File: src/rtl/reg_scan_pkg.sv
// rtl/reg_scan_pkg.sv - shared state type and width helpers for the register scan checker
package reg_scan_pkg;

  typedef enum logic [2:0] {
    IDLE  = 3'd0,
    RUN   = 3'd1,
    SCAN  = 3'd2,
    CHECK = 3'd3,
    DONE  = 3'd4
  } state_e;

  // Index width for n items, never narrower than one bit.
  function automatic int idx_width(input int n);
    return (n > 1) ? $clog2(n) : 1;
  endfunction

  // True when the register file splits into whole lane groups.
  function automatic bit lanes_divide(input int nregs, input int lanes);
    return (lanes > 0) && ((nregs % lanes) == 0);
  endfunction

endpackage

File: src/rtl/reg_scan_lane.sv
// rtl/reg_scan_lane.sv - one scan lane: captured read data plus masked compare
module reg_scan_lane
  import reg_scan_pkg::*;
#(
  parameter int DATA_W = 32
) (
  input  logic              clock,
  input  logic              reset,
  input  logic              i_load,
  input  logic [DATA_W-1:0] i_scan_data,
  input  logic [DATA_W-1:0] i_exp_data,
  input  logic              i_exp_mask,
  input  logic              i_valid,
  output logic              o_mismatch,
  output logic [DATA_W-1:0] o_act
);

  logic [DATA_W-1:0] r_act;

  // Capture the regfile read so it lines up with the one-cycle ROM latency.
  always_ff @(posedge clock or negedge reset) begin
    if (!reset) begin
      r_act <= '0;
    end else if (i_load) begin
      r_act <= i_scan_data;
    end
  end

  assign o_act      = r_act;
  assign o_mismatch = i_valid && i_exp_mask && (i_exp_data != r_act);

endmodule

File: config.mk
export PLATFORM = sky130hd
export DESIGN_NAME = reg_scan_lane
export DESIGN_NICKNAME = d
export VERILOG_FILES = /design/src/rtl/reg_scan_pkg.sv /design/src/rtl/reg_scan_lane.sv
export SDC_FILE = /design/constraint.sdc
export NUM_CORES = 1
export LEC_CHECK = 0
export CORE_MARGIN = 2
export CORE_UTILIZATION = 32
export DETAILED_ROUTE_END_ITERATION = 8
export HOLD_SLACK_MARGIN = 0.05
export PLACE_DENSITY = 0.82
export SLEW_MARGIN = 20
export SYNTH_ARGS = -nofsm -noshare
export SYNTH_HDL_FRONTEND = slang
export SYNTH_SLANG_ARGS = --single-unit
File: constraint.sdc
create_clock -name clock -period 0.95 [get_ports clock]
set_input_delay 0.095 -clock clock [delete_from_list [all_inputs] [get_ports clock]]
set_output_delay 0.095 -clock clock [all_outputs]
set_load 0.005 [all_outputs]
==> summary.txt, run 1 <==
Power
  • Switching Fraction: 22.63%
  • Pleak: 1.373 nW
  • Worst vdd ir: 0.7808 mV
  • Overall power: 4.453 mW
  • Combinational power share: 31.9%
  • Clock power frac: 31.7%
  • Sw power: 1.008 mW
  • Sequential Power Share: 36.4%
  • Power Density: 1386 nW/µm²
  • Power Internal: 3.445 mW

Layout
  • Register Area: 800.8 µm²
  • Largest register FFs: 32
  • Layout cells sized above 1: 40.94%
  • Post-layout net count: 322
  • Fillers: 366
  • Antenna diodes: 0
  • Area of the multi-input gates: 754.5 µm²
  • Area grow syn2layout: 107.1%
  • Final core utilization: 68.48%
  • Fin area: 3213 µm²

Timing
  • RSZ-0062 raised after global routing: true
  • Final setup vio count: 35
  • Post-layout min period: 1.672 ns
  • Max-slew violations: 0
  • Worst Tran Pin Value: 0.2588 ns
  • Peak Freq: 598.1 MHz
  • Worst hold margin: 0.1813 ns
  • Final worst slack: -0.7220 ns
  • Period utilization: 176.0%
  • Fin. Hold Viols: 0
  • Slew HR: 82.63%
  • Clk_skew: 0 ns

Floorplan
  • IO Pins: 102
  • Initial Utilization: 33.07%
  • Core area: 4692 µm²
  • Die Ht: 73.63 µm
  • FP Rows: 25
  • Die Width: 73.63 µm
  • Die area: 5421 µm²

Synth
  • Cell variety after synth: 10
  • Multiplexer area fraction after synthesis: 23.23%
  • Synth Area in Adders: 0%
  • Cells after Synth: 112
  • Simple-Gate Fraction of Synth Area: 4.274%
  • Largest family of logic cells by synthesized area: multiplexers
  • Syn nets: 181
  • Syn avg cell area: 13.85 µm²
  • Mapped cell area: 1551 µm²
  • #FFs+latches synth: 32
  • Post-synthesis compound-gate area fraction: 0.3226%
  • Seq/Total Area, Yosys: 51.61%
  • Yosys warns: 0
  • Post-Synth XOR/XNOR Area: 18.06%

Detailed routing
  • Initial DRC count: 28
  • WL/cell: 15.14 µm
  • DRT antenna net count: 0
  • Routed via count: 1389
  • DRT Wirelength: 4663 µm
  • TritonRoute pass-1 iters: 4
  • DRC errors left: 0
  • Vias per inst: 4.510

Global routing
  • Initial antenna violation count: 0
  • Global-route wire length before repair: 7072 µm
  • All-Layer GR Usage: 17.59%
  • Vias in the first global route: 1478
  • Largest net degree at the start of global routing: 33
  • Grt ovf: 0

Clocking
  • Clk slew on worst S/H paths: 0.07 ns
  • Clock insertion delay at the later pin of the skew report: 0.27 ns
  • Root buf cell: clkbuf_8
  • Cts hold-fix bufs: 0
  • H-Tree Depth: 2
  • TritonCTS clock tree: yes
  • Total CTS buffers: 5
  • Worst-case clock buffer depth: 2
  • Clock Sinks: 32

Setup path
  • Setup CP Type: reg -> out
  • Req. time, crit path: 0.85 ns
  • Critical-path maximum fanout: 2
  • Crit path DAT: 1.58 ns
  • Worst Reg-to-Reg Cells: 3
  • Crit end category: output port
  • CP startpoint kind: flop

Placement
  • HPWL Detailed: 3223 µm
  • Post-Place Worst Slack: -0.9504 ns
  • # port buffers: 101
  • RePlAce Congestion: 0.6922
  • DP Area: 2849 µm²

Run status
  • Outcome: finished with violations
  • Failing checks: negative setup slack

Hold path
  • HP Class: in -> async

Flow run
  • Max-Cap Viols: 0
==> cells by family after synthesis <==
logic type / Yosys count
AOI/OAI and AO/OA: 1
DFF: 32
xor gates and xnor gates: 32
and+or+nand+nor: 11
buffers and inverters: 4
muxes: 32
==> power by group through the flow <==
| stage | clock, mW | combinational (mW) | sequential [mW] |
|---|---|---|---|
| after floorplan | 0 | 0.345 | 1.65 |
| after global placement | 0 | 1.20 | 1.62 |
| after detailed placement | 0 | 1.22 | 1.63 |
| after CTS | 1.44 | 1.35 | 1.62 |
| after global routing | 1.51 | 1.52 | 1.64 |
| final | 1.41 | 1.42 | 1.62 |
==> routing by layer <==
layer  vias to the layer above  share of wire, %  GRT usage [%]
met4                         0              0.17          2.424
li1                        676                 -              -
met5                         -                 0              0
met2                        63                52          30.56
met1                       648                40          21.70
met3                         2               7.5          5.898
==> worst paths after layout <==
kind                                       from         end  slack [ns]
worst max-delay path                  o_act[12]  o_mismatch       -0.72
min in group clock              i_scan_data[18]   o_act[18]        0.41
worst max register to register        o_act[16]   o_act[16]       -0.08
worst min-delay path                      reset    o_act[6]        0.18
max in group asynchronous                 reset   o_act[16]        0.59
worst min register to register        o_act[18]   o_act[18]        0.62
==> through the flow <==
step | cells | TNS (ns)
detailed placement | 294 | -15.46
finish | 308 | -2.732
floorplan | 112 | -0.1254
global placement | 294 | -14.84
CTS | 307 | -3.335
global route | 308 | -4.038
==> Yosys cell counts (all sizes together) <==
cell    n  area [µm²]
nor4    2       12.51
a21oi   1       5.000
dfrtp  32       800.8
nand2   1       3.750
buf     4       38.78
xnor2  32       280.3
mux2   32       360.3
nand4   8       50.05
==> cells in the final DEF, fill, tap and decap left out, drive strengths merged <==
cell and count:
dlygate4sd2 1, clkbuf 10, nand4 8, nand2 1, dfrtp 32, clkdlybuf4s50 67, buf 66, a21oi 1
xnor2 32, bufinv 1, nor4 2, mux2 32, bufbuf 1
==> worst max-delay path, stage by stage (launching register included) <==
cell and delay, ns:
dfrtp_1 0.41, xnor2_1 0.27, nand4_1 0.14, nor4_2 0.23, a21oi_1 0.10, buf_2 0.14
==> area by class of cell <==
type	count	share of cell area, %
tap	54	2.103
timing repair buffer	138	45.56
multi-input combinational	76	23.48
clock inverter	1	0.9346
clock buffer	7	2.998
sequential	32	24.92
==> what timing repair did <==
action                     CTS  global route
buffers inserted            11             7
setup endpoints to repair   65            46
gates cloned                 1             0
resized for setup          173            27
pin swaps                   11             5
Note: power is estimated with default switching activity, not from simulation.
==> run 2: changes to the inputs <==
PLACE_DENSITY = 0.86   (was 0.82)
==> summary.txt, run 2 (same netlist as run 1, synthesis figures left out) <==
Global routing
  • Grt ovf: 0 (unchanged)
  • All-Layer GR Usage: 18.03% (was 17.59%)
  • Initial antenna violation count: 0 (unchanged)
  • Global-route wire length before repair: 7314 µm (was 7072 µm)
  • Largest net degree at the start of global routing: 18 (was 33)
  • Vias in the first global route: 1591 (was 1478)

Setup path
  • RR Endpoint: o_act[1] (was o_act[16])
  • Critical path origin: o_act[20] (was o_act[12])
  • Worst r2r src: o_act[1] (was o_act[16])
  • Crit path DAT: 1.58 ns (about the same)
  • Critical-path maximum fanout: 2 (unchanged)
  • Critical path depth: 6 (was 5)
  • Critical Path End: o_mismatch (unchanged)
  • Critical path cell sequence: xnor2_1 > nand4_1 > nor4_2 > buf_4 > a21oi_2 > buf_2 (was xnor2_1 > nand4_1 > nor4_2 > a21oi_1 > buf_2)
  • Worst reg2reg setup slack: -0.06 ns (was -0.08 ns)
  • CP bufs+invs: 2 (was 1)
  • CP top delay family: simple AND/OR/NAND/NOR gates (was flip-flops)
  • Crit end category: output port (unchanged)
  • CP startpoint kind: flop (unchanged)
  • Critical Path Max Stage Delay: 0.40 ns (was 0.41 ns)
  • Setup CP Type: reg -> out (unchanged)
  • Worst Reg-to-Reg Cells: 3 (unchanged)
  • Req. time, crit path: 0.85 ns (about the same)
  • Critical-path top delay cell: dfrtp_1 (unchanged)

Clocking
  • Clk slew on worst S/H paths: 0.07 ns (about the same)
  • TritonCTS clock tree: yes (unchanged)
  • Clock Sinks: 32 (unchanged)
  • H-Tree Depth: 2 (unchanged)
  • Root buf cell: clkbuf_8 (unchanged)
  • Worst-case clock buffer depth: 2 (unchanged)
  • Total CTS buffers: 5 (unchanged)
  • Clock insertion delay at the later pin of the skew report: 0.28 ns (was 0.27 ns)

Timing
  • Worst hold margin: 0.3073 ns (was 0.1813 ns)
  • Clk_skew: 0 ns (unchanged)
  • Worst Tran Pin Value: 0.3148 ns (was 0.2588 ns)
  • TNS Setup: -2.514 ns (was -2.732 ns)
  • Period utilization: 176.2% (was 176.0%)
  • RSZ-0062 raised after global routing: true (unchanged)
  • Final setup vio count: 35 (unchanged)
  • Fin. Hold Viols: 0 (unchanged)
  • Peak Freq: 597.5 MHz (was 598.1 MHz)
  • Post-layout min period: 1.674 ns (was 1.672 ns)
  • Slew HR: 78.82% (was 82.63%)
  • Max-slew violations: 0 (unchanged)
  • Final worst slack: -0.7237 ns (was -0.7220 ns)

Floorplan
  • Core area: 4692 µm² (unchanged)
  • IO Pins: 102 (unchanged)
  • Initial Utilization: 33.07% (unchanged)
  • FP Rows: 25 (unchanged)
  • Die area: 5421 µm² (unchanged)
  • Die Ht: 73.63 µm (unchanged)
  • Die Width: 73.63 µm (unchanged)

Hold path
  • HP Class: in -> async (unchanged)

Power
  • Power Density: 1258 nW/µm² (was 1386 nW/µm²)
  • Pleak: 1.349 nW (was 1.373 nW)
  • Overall power: 3.994 mW (was 4.453 mW)
  • Worst vdd ir: 0.7958 mV (was 0.7808 mV)

Placement
  • RePlAce Congestion: 0.7094 (was 0.6922)
  • Cells after DPL: 299 (was 294)
  • HPWL Detailed: 3433 µm (was 3223 µm)
  • # port buffers: 101 (unchanged)
  • Post-Place Worst Slack: -0.9507 ns (was -0.9504 ns)

Detailed routing
  • WL/cell: 14.95 µm (was 15.14 µm)
  • Vias per inst: 4.606 (was 4.510)
  • Initial DRC count: 20 (was 28)
  • DRT Wirelength: 4634 µm (was 4663 µm)
  • Routed via count: 1428 (was 1389)
  • TritonRoute pass-1 iters: 3 (was 4)
  • DRC errors left: 0 (unchanged)
  • DRT antenna net count: 0 (unchanged)

Layout
  • Most common cell after layout, fill and taps aside: clkdlybuf4s50_1 (unchanged)
  • Post-layout net count: 325 (was 322)
  • Area grow syn2layout: 104.6% (was 107.1%)
  • Layout cells sized above 1: 39.45% (was 40.94%)
  • Non-filler cells, final: 310 (was 308)
  • Antenna diodes: 0 (unchanged)
  • Largest register FFs: 32 (unchanged)
  • Most frequent cells in the layout: 66 x clkdlybuf4s50_1, 63 x buf_6, 32 x xnor2_1, 32 x dfrtp_1, 16 x mux2_2 (was 67 x clkdlybuf4s50_1, 59 x buf_6, 32 x xnor2_1, 32 x dfrtp_1, 16 x mux2_2)

Run status
  • Failing checks: negative setup slack (unchanged)
  • Outcome: finished with violations (unchanged)

Flow run
  • Max-Cap Viols: 0 (unchanged)
## run 2: cell type report
| type | instances | area [µm²] |
|---|---|---|
| Multi-Input combinational cell | 76 | 737.0 |
| Clock inverter | 1 | 5.005 |
| Tap cell | 54 | 67.56 |
| Clock buffer | 6 | 72.57 |
| Sequential cell | 32 | 800.8 |
| Timing Repair Buffer | 141 | 1491 |
| Fill cell | 364 | 1518 |
## run 2: how the worst min path moves through the flow
stage,from,to
2_1_floorplan,reset,o_act[0]
3_3_place_gp,reset,o_act[4]
3_5_place_dp,reset,o_act[4]
4_1_cts,reset,o_act[4]
5_1_grt,reset,o_act[4]
6_report,reset,o_act[4]
## run 2: worst reg2reg max path, delay by kind of cell, from the launching register on
| family | cells | cell delay (ns) |
|---|---|---|
| DFF | 1 | 0.41 |
| muxes | 1 | 0.27 |
| buffers and inverters | 2 | 0.23 |
## run 2: repair_timing
item,CTS,global route
gates resized for setup,192,16
hold buffers,1,0
setup endpoints to repair,65,38
setup buffers,9,8
hold endpoints to repair,32,0
gates cloned,1,0
pin swaps,5,4
## run 2: power by group
group / internal (mW) / leakage (nW) / switching (mW) / total, mW
logic: 1.02 / 0.933 / 0.389 / 1.41
registers: 1.50 / 0.374 / 0.122 / 1.62
clock network: 0.497 / 0.0410 / 0.467 / 0.965
## run 2: stage by stage
stage	util, %	cell area [µm²]
after floorplan	-	1551
after global placement	61.15	2869
after detailed placement	61.15	2869
after CTS	67.76	3179
after global routing	67.65	3174
final	67.65	3174
## run 2: layer usage
layer / global-route usage [%] / vias to the layer above / wire (µm)
li1: - / 682 / -
met2: 34.72 / 51 / 2683
met1: 18.32 / 690 / 1606
met4: 6.061 / 0 / 32
met3: 5.075 / 5 / 311
met5: 0 / - / 0
==> run 3: changes to the inputs <==
GPL_TIMING_DRIVEN = 0   (was default)
==> summary.txt, run 3 (same netlist as run 1, synthesis figures left out) <==
Run status
  • Outcome: finished with violations (unchanged)
  • Failing checks: negative setup slack (unchanged)

Placement
  • # port buffers: 100 (was 101)
  • Cells after DPL: 267 (was 299)
  • HPWL Detailed: 3284 µm (was 3433 µm)
  • Post-Place Worst Slack: -1.004 ns (was -0.9507 ns)
  • RePlAce Congestion: 0.6646 (was 0.7094)

Setup path
  • CP startpoint kind: flop (unchanged)
  • Setup CP Type: reg -> out (unchanged)
  • Crit end category: output port (unchanged)
  • Req. time, crit path: 0.85 ns (about the same)
  • Critical-path maximum fanout: 2 (unchanged)
  • Worst Reg-to-Reg Cells: 3 (unchanged)
  • Crit path DAT: 1.60 ns (was 1.58 ns)

Clocking
  • Clock Sinks: 32 (unchanged)
  • Worst-case clock buffer depth: 2 (unchanged)
  • Root buf cell: clkbuf_8 (unchanged)
  • Total CTS buffers: 5 (unchanged)
  • Clk slew on worst S/H paths: 0.06 ns (was 0.07 ns)
  • TritonCTS clock tree: yes (unchanged)
  • H-Tree Depth: 2 (unchanged)
  • Clock insertion delay at the later pin of the skew report: 0.27 ns (was 0.28 ns)

Floorplan
  • IO Pins: 102 (unchanged)
  • Die Width: 73.63 µm (unchanged)
  • Initial Utilization: 33.07% (unchanged)
  • Die area: 5421 µm² (unchanged)
  • FP Rows: 25 (unchanged)
  • Core area: 4692 µm² (unchanged)
  • Die Ht: 73.63 µm (unchanged)

Timing
  • Post-layout min period: 1.694 ns (was 1.674 ns)
  • RSZ-0062 raised after global routing: true (unchanged)
  • Final setup vio count: 35 (unchanged)
  • Clk_skew: 0 ns (unchanged)
  • Max-slew violations: 0 (unchanged)
  • Slew HR: 70.02% (was 78.82%)
  • Fin. Hold Viols: 0 (unchanged)
  • Period utilization: 178.3% (was 176.2%)
  • Final worst slack: -0.7441 ns (was -0.7237 ns)
  • Peak Freq: 590.3 MHz (was 597.5 MHz)
  • Worst Tran Pin Value: 0.4497 ns (was 0.3148 ns)

Layout
  • Area of the multi-input gates: 763.2 µm² (was 737.0 µm²)
  • Antenna diodes: 0 (unchanged)
  • Area grow syn2layout: 105.7% (was 104.6%)
  • Non-filler cells, final: 309 (was 310)
  • Most common cell after layout, fill and taps aside: clkdlybuf4s50_1 (unchanged)
  • Most frequent cells in the layout: 66 x clkdlybuf4s50_1, 64 x buf_6, 32 x dfrtp_1 (was 66 x clkdlybuf4s50_1, 63 x buf_6, 32 x xnor2_1, 32 x dfrtp_1, 16 x mux2_2)
  • Post-layout net count: 324 (was 325)
  • Register Area: 800.8 µm² (unchanged)
  • Fillers: 365 (was 364)
  • Largest register FFs: 32 (unchanged)
  • Layout cells sized above 1: 40.39% (was 39.45%)

Global routing
  • Global-route wire length before repair: 6962 µm (was 7314 µm)
  • Initial antenna violation count: 0 (unchanged)
  • Vias in the first global route: 1524 (was 1591)
  • All-Layer GR Usage: 17.51% (was 18.03%)
  • Grt ovf: 0 (unchanged)
  • Largest net degree at the start of global routing: 18 (unchanged)

Hold path
  • Hold Path Cell Cnt: 2
  • HP Class: in -> reg (was in -> async)

Power
  • Sw power: 0.9890 mW (was 0.9785 mW)
  • Sequential Power Share: 39.3% (was 40.6%)
  • Switching Fraction: 23.87% (was 24.50%)
  • Combinational power share: 33.9% (was 35.2%)
  • Power Internal: 3.155 mW (was 3.015 mW)
  • Worst vdd ir: 0.8559 mV (was 0.7958 mV)
  • Pleak: 1.365 nW (was 1.349 nW)
  • Clock power frac: 26.8% (was 24.2%)
  • Power Density: 1298 nW/µm² (was 1258 nW/µm²)

Detailed routing
  • TritonRoute pass-1 iters: 3 (unchanged)
  • DRC errors left: 0 (unchanged)
  • Initial DRC count: 42 (was 20)
  • Routed via count: 1406 (was 1428)
  • DRT Wirelength: 4557 µm (was 4634 µm)
  • DRT antenna net count: 0 (unchanged)
  • Vias per inst: 4.550 (was 4.606)
  • WL/cell: 14.75 µm (was 14.95 µm)

Flow run
  • Max-Cap Viols: 0 (unchanged)
## run 3: final cells by class
| type | instances | area share (%) |
|---|---|---|
| plain buffers | 4 | 1.215 |
| clock buffers | 7 | 3.018 |
| multi-input cells | 76 | 23.91 |
| flip-flops and latches | 32 | 25.09 |
| well taps | 54 | 2.117 |
| repair buffers | 136 | 44.65 |
## run 3: per-layer routing
metal	GRT usage (%)	vias to the layer above	share of wire [%]
met4	4.848	0	0.75
met3	6.036	4	7.5
met5	0	-	0
met1	19.18	671	38
li1	-	678	-
met2	31.85	53	54
## run 3: path summary, 6_finish.rpt
check | start | endpoint | slack [ns]
worst max-delay path | o_act[11] | o_mismatch | -0.74
worst min-delay path | i_load | o_act[31] | 0.17
worst max register to register | o_act[26] | o_act[26] | -0.05
worst min register to register | o_act[2] | o_act[2] | 0.62
max in group asynchronous | reset | o_act[20] | 0.21
min in group asynchronous | reset | o_act[0] | 0.30
## run 3: timing repair
item | CTS | global route
hold buffers | 1 | 0
buffers inserted | 33 | 11
resized for setup | 187 | 22
pin swaps | 6 | 8
setup endpoints to repair | 33 | 41
hold endpoints to repair | 16 | 0
## run 3: stage by stage
| stage | hold slack (ns) | total power [mW] | cell area, µm² | util [%] | TNS (ns) |
|---|---|---|---|---|---|
| after detailed placement | 0.06346 | 2.679 | 2643 | 56.32 | -1.765 |
| after global routing | 0.1878 | 4.382 | 3192 | 68.03 | -3.983 |
| final | 0.1689 | 4.144 | 3192 | 68.03 | -2.613 |
| after CTS | 0.1547 | 4.161 | 3144 | 67.01 | -3.113 |
| after floorplan | -0.2006 | 1.995 | 1551 | - | -0.1254 |
| after global placement | 0.4512 | 2.638 | 2620 | 55.84 | -32.30 |
## run 3: worst max-delay path, cell delays in order, from the launching register on
cell and delay, ns:
dfrtp_1 0.42, xnor2_2 0.15, nand4_1 0.16, nor4_4 0.34
a21oi_1 0.12, buf_2 0.14
## run 3: power groups by stage
stage	clock, mW	combinational [mW]	sequential [mW]
after CTS	1.16	1.38	1.62
after detailed placement	0	1.02	1.66
after global routing	1.22	1.52	1.64
after floorplan	0	0.345	1.65
after global placement	0	0.994	1.64
final	1.11	1.41	1.63
